`src/rtl/ifetch_pkg.sv`:
```
// ifetch_pkg: shared widths, default reset PC and FSM encoding for the fetch unit
package ifetch_pkg;
   localparam int ADDR_W = 64;
   localparam int INSTR_W = 32;
   localparam logic [ADDR_W-1:0] DEF_RESET_PC = '0;
   typedef logic [0:0] state_t;
   localparam state_t IDLE = 1'b0;
   localparam state_t RUN = 1'b1;
endpackage

```
`src/rtl/fetch_buffer.sv`:
```
// fetch_buffer: 2-entry FIFO of fetched {pc, instruction} pairs with flush
module fetch_buffer
   import ifetch_pkg::*;
(
   input  logic               clk,
   input  logic               rst_n,
   input  logic               push_i,
   input  logic               pop_i,
   input  logic               flush_i,
   input  logic [ADDR_W-1:0]  pc_i,
   input  logic [INSTR_W-1:0] instr_i,
   output logic [1:0]         count_o,
   output logic [ADDR_W-1:0]  head_pc_o,
   output logic [INSTR_W-1:0] head_instr_o
);
   logic [ADDR_W-1:0]  pc_q [2];
   logic [INSTR_W-1:0] instr_q [2];
   logic               head_q, head_d, tail;
   logic [1:0]         count_q, count_d;
   // Tail wraps onto the head slot when full; a full push is only allowed alongside a pop.
   assign tail = head_q ^ count_q[0];
   assign count_o = count_q;
   assign head_pc_o = pc_q[head_q];
   assign head_instr_o = instr_q[head_q];
   always_comb begin
      count_d = flush_i ? 2'd0 : count_q + {1'b0, push_i} - {1'b0, pop_i};
      head_d = flush_i ? head_q : head_q ^ pop_i;
   end
   always_ff @(posedge clk or negedge rst_n) begin
      if (!rst_n) begin
         pc_q <= '{default: '0};
         instr_q <= '{default: '0};
         head_q <= 1'b0;
         count_q <= 2'd0;
      end else begin
         head_q <= head_d;
         count_q <= count_d;
         if (push_i) begin
            pc_q[tail] <= pc_i;
            instr_q[tail] <= instr_i;
         end
      end
   end
endmodule

```
`src/rtl/instruction_fetch.sv`:
```
// instruction_fetch: PC sequencing, run/idle FSM and decode handshake over a 2-entry buffer
module instruction_fetch
   import ifetch_pkg::*;
#(
   parameter logic [ADDR_W-1:0] RESET_PC = DEF_RESET_PC,
   parameter int BUF_DEPTH = 2
) (
   input  logic               clk,
   input  logic               rst_n,
   input  logic               fetch_en,
   output logic [ADDR_W-1:0]  ReadAddr,
   input  logic [INSTR_W-1:0] Instruction,
   input  logic               branch_valid,
   input  logic [ADDR_W-1:0]  branch_target,
   output logic               out_valid,
   input  logic               out_ready,
   output logic [INSTR_W-1:0] out_instr,
   output logic [ADDR_W-1:0]  out_pc
);
   state_t            state_q, state_d;
   logic [ADDR_W-1:0] pc_q, pc_d;
   logic [1:0]        count;
   logic              pop, push;
   if (BUF_DEPTH != 2) begin : g_depth_check
      $error("instruction_fetch: BUF_DEPTH must be 2");
   end
   assign ReadAddr = pc_q;
   assign out_valid = count != 2'd0;
   assign pop = out_valid & out_ready;
   assign push = state_q == RUN && !branch_valid && (count != 2'd2 || pop);
   always_comb begin
      state_d = fetch_en ? RUN : IDLE;
      pc_d = branch_valid ? branch_target & ~ADDR_W'(3) : push ? pc_q + ADDR_W'(4) : pc_q;
   end
   always_ff @(posedge clk or negedge rst_n) begin
      if (!rst_n) begin
         state_q <= IDLE;
         pc_q <= RESET_PC;
      end else begin
         state_q <= state_d;
         pc_q <= pc_d;
      end
   end
   fetch_buffer u_buf (
      .clk         (clk),
      .rst_n       (rst_n),
      .push_i      (push),
      .pop_i       (pop),
      .flush_i     (branch_valid),
      .pc_i        (pc_q),
      .instr_i     (Instruction),
      .count_o     (count),
      .head_pc_o   (out_pc),
      .head_instr_o(out_instr)
   );
endmodule

```
`config.mk`:
```
export PLATFORM = sky130hd
export DESIGN_NAME = instruction_fetch
export DESIGN_NICKNAME = d
export VERILOG_FILES = /design/src/rtl/ifetch_pkg.sv /design/src/rtl/fetch_buffer.sv /design/src/rtl/instruction_fetch.sv
export SDC_FILE = /design/constraint.sdc
export NUM_CORES = 1
export LEC_CHECK = 0
export ABC_AREA = 1
export BUFFER_PORTS_ARGS = -buffer_cell sky130_fd_sc_hd__clkbuf_2
export CORE_AREA = 4 4 180 182
export CTS_CLUSTER_DIAMETER = 30
export DETAILED_ROUTE_END_ITERATION = 8
export DIE_AREA = 0 0 184 186
export PLACE_DENSITY = 0.61
export SLEW_MARGIN = 5
export SYNTH_ARGS = -nofsm -noshare
export SYNTH_HDL_FRONTEND = slang
export SYNTH_SLANG_ARGS = --single-unit
export TNS_END_PERCENT = 5
```
`constraint.sdc`:
```
create_clock -name clk -period 2.34 [get_ports clk]
set_clock_uncertainty 0.2 [all_clocks]
set_input_delay 0.234 -clock clk [delete_from_list [all_inputs] [get_ports clk]]
set_output_delay 0.234 -clock clk [all_outputs]
set_load 0.005 [all_outputs]
```
==> reports/metrics.yaml <==
logic_synthesis:
  synth_top_family_by_area: "simple AND/OR/NAND/NOR gates"
  postSynthRegisterBits: 254
  synth_fa_ha_area_share_pct: 0.288
  synthesis.yosys.warnings: 0
  synth_cell_types: 30
  compound_gate_fraction_of_synth_area_pct: 12.2
  synth_xor_area_share_pct: 1.21
  netlist_instances: 1588
  yosysSeqAreaShare_pct: 48.7
  syn_area_per_cell_um2: 8.21
  syn_area_mm2: 0.0130
  synth_simple_gate_area_share_pct: 21.2
  synth.mux.area_fraction_pct: 8.12
clock_network:
  cts_tree: "yes"
  h_tree_levels: 2
  clockRootBuffer: "clkbuf_16"
  setup_fix_bufs_post_cts: 0
  insertion_delay_ns: 0.56
  clkTransAtPathRegs_ns: 0.04
  number_of_buffers_created_by_cts: 56
  cts_max_path_buffers: 3
  numClockSinks: 254
routing:
  detail_route.drc_violations: 0
  antenna_violating_nets_post_route: 0
  detail_route.iter0.violations: 876
  detailedRoute.firstPassIterationCount: 5
  via_count: 12100
  routed_wirelength_um: 41500
  post_drt_wl_per_cell_um: 17.3
  via_per_inst: 5.04
sta:
  rsz0062_at_grt: "yes"
  worst_hold_slack_ns: -0.00854
  slew_limit_headroom_pct: 49.7
  fin_setup_tns_ns: 0
  slew_viol_final: 0
  worst_pin_slew_ns: 0.754
  fmax_mhz: 432
  timing.final.hold_violations: 6
  postLayoutSetupSlackWorst_ns: 0.0236
  post-route-period-util_pct: 99.0
  report.final.setup_viol: 0
  period_minus_slack_ns: 2.32
final_layout:
  final_cell_count_no_fill: 2401
  insertedDiodeCount: 0
  finish.instance_area_mm2: 0.0178
  num-nets-final: 2063
  syn2layout_area_growth_pct: 36.9
  share_of_the_core_filled_with_cells_pct: 58.3
  drive_gt1_share_pct: 26.0
floorplan:
  die_area_mm2: 0.0342
  num_io_pins: 262
  die-width_um: 184
  start_util_pct: 42.6
  die_height_um: 186
  placement_row_count: 64
  core_mm2: 0.0306
grt:
  first_global_vias: 12100
  gr-usage-all-layers_pct: 23.8
  grt_antenna_before_repair: 0
  grt_max_degree: 127
  grt_pass1_wl_um: 65900
  overflow: 0
setup_path:
  required_ns: 1.91
  critPathCaptureType: "output pin"
  timing.reg2reg.setup_slack_ns: 0.16
  cp_data_arrival_time_ns: 1.88
  path_class: "reg2out"
  start_kind: "flop"
  cp_max_fo: 58
placement:
  place.port_buffers: 255
  placed_cell_area_mm2: 0.0147
  place_worst_setup_slack_ns: 0.182
  detailedPlacementHpwl_um: 29000
  dpl.cell_count: 2196
  globalplace.congestion: 0.941
flow_run:
  max_cap_violations: 0
pwr:
  irDropWorstVdd_mv: 0.754
  clock_power_share_pct: 37.6
  comb_power_share_pct: 30.8
  power_leakage_nw: 8.90
  p_sw_share_pct: 32.0
  cellInternalPower_w: 0.0154
  power_density_mw_per_mm2: 1270
  seq_power_share_pct: 31.6
  switchingPower_w: 0.00723
min_path:
  hold_path_class: "in2async"
outcome:
  violations_in_the_final_reports: "negative hold slack"
  outcome: "finished, violations left"
-- cell families (layout without fill, tap and decap cells) --
group / after synthesis / count (layout)
xor gates and xnor gates: 18 / 18
buffers and inverters: 241 / 655
other: 1 / 4
muxes: 94 / 94
and+or+nand+nor: 699 / 699
adders and majority gates: 3 / 3
AOI/OAI and AO/OA: 278 / 278
DFF: 254 / 254
-- metrics by stage --
stage	power [W]	hold slack, ns
2_1_floorplan	0.0113	-0.262
3_3_place_gp	0.0138	0.00381
3_5_place_dp	0.0140	-0.00266
4_1_cts	0.0228	0.0157
5_1_grt	0.0240	0.0318
6_report	0.0226	-0.00854
-- cells in the final DEF, fill, tap and decap left out, types with 59 or more instances in the layout --
| master | Yosys | routed |
|---|---|---|
| nand3_1 | 72 | 72 |
| mux2_2 | 94 | 91 |
| dlygate4sd3_1 | 0 | 101 |
| o21ai_1 | 59 | 59 |
| nor2_1 | 119 | 118 |
| o21ai_0 | 156 | 156 |
| inv_1 | 164 | 164 |
| nand2_1 | 490 | 490 |
| clkbuf_2 | 0 | 254 |
| dfrtp_1 | 254 | 253 |
-- power by group through the flow --
| stage | clock [W] | sequential, W | combinational [W] |
|---|---|---|---|
| after floorplan | 0 | 0.00686 | 0.00444 |
| final | 0.00849 | 0.00714 | 0.00697 |
| after CTS | 0.00861 | 0.00712 | 0.00707 |
| after global routing | 0.00882 | 0.00734 | 0.00782 |
| after detailed placement | 0 | 0.00714 | 0.00684 |
| after global placement | 0 | 0.00705 | 0.00671 |
-- layout make-up --
| class | instances | area (um2) |
|---|---|---|
| fillers | 2747 | 12700 |
| repair buffers | 385 | 2660 |
| inverters | 166 | 623 |
| multi-input cells | 1096 | 5650 |
| clock inverters | 33 | 528 |
| well taps | 396 | 495 |
| flip-flops and latches | 254 | 6360 |
| clock buffers | 71 | 1540 |
-- Yosys cell counts --
library cell,n,area share [%]
a21oi_1,4,0.15
buf_2,25,0.96
buf_4,4,0.23
buf_6,16,1.4
clkbuf_1,30,0.86
conb_1,1,0.029
dfrtp_1,254,49
ha_1,3,0.29
inv_1,164,4.7
inv_2,2,0.058
mux2_2,94,8.1
nand2_1,490,14
nand2_2,2,0.096
nand2_4,1,0.086
nand3_1,72,2.8
nand4_1,6,0.29
nor2_1,119,3.4
nor2_2,2,0.096
nor2_4,2,0.17
nor3_1,4,0.15
o211ai_1,11,0.63
o21ai_0,156,6.0
o21ai_1,59,2.3
o21ai_2,34,2.3
o21bai_1,9,0.52
o221ai_1,4,0.27
o22ai_1,1,0.048
or2_1,1,0.048
xnor2_1,3,0.20
xor2_1,15,1.0
-- layer usage --
layer  track usage [%]  vias to the layer above  wire [um]
li1                  -                     5854          -
met1              32.5                     5745      18500
met2              39.1                      423      19200
met3              4.51                       71       2770
met4              6.77                        0       1090
met5                 0                        -          0
-- sequential cells by signal, summed over array words and instances (netlist names) --
| signal | flops |
|---|---|
| state_q | 1 |
| u_buf.pc_q | 124 |
| ReadAddr | 62 |
| u_buf.head_q | 1 |
| u_buf.count_o | 2 |
| u_buf.instr_q | 64 |
-- worst max-delay path, cell delays in order, from the launching register on --
cell      delay, ns
dfrtp_4        0.45
buf_16         0.32
mux2_2         0.40
clkbuf_2       0.12
-- final timing paths --
path | start | to | depth (start not counted)
worst max-delay path | u_buf.head_q | out_pc[30] | 3
worst min-delay path | rst_n | u_buf.instr_q[29] | 2
worst max register to register | ReadAddr[11] | ReadAddr[55] | 9
worst min register to register | u_buf.pc_q[54] | u_buf.pc_q[54] | 2
max in group asynchronous | rst_n | u_buf.pc_q[34] | 3
min in group clk | branch_valid | ReadAddr[25] | 4
-- timing repair --
action                                  CTS  global route
cloned                                    0             0
endpoints found under the setup margin   43            57
hold endpoints to repair                382             0
hold buffers                            101             0
gates resized for setup                   6             2
Power figures use the tool's default switching activity.
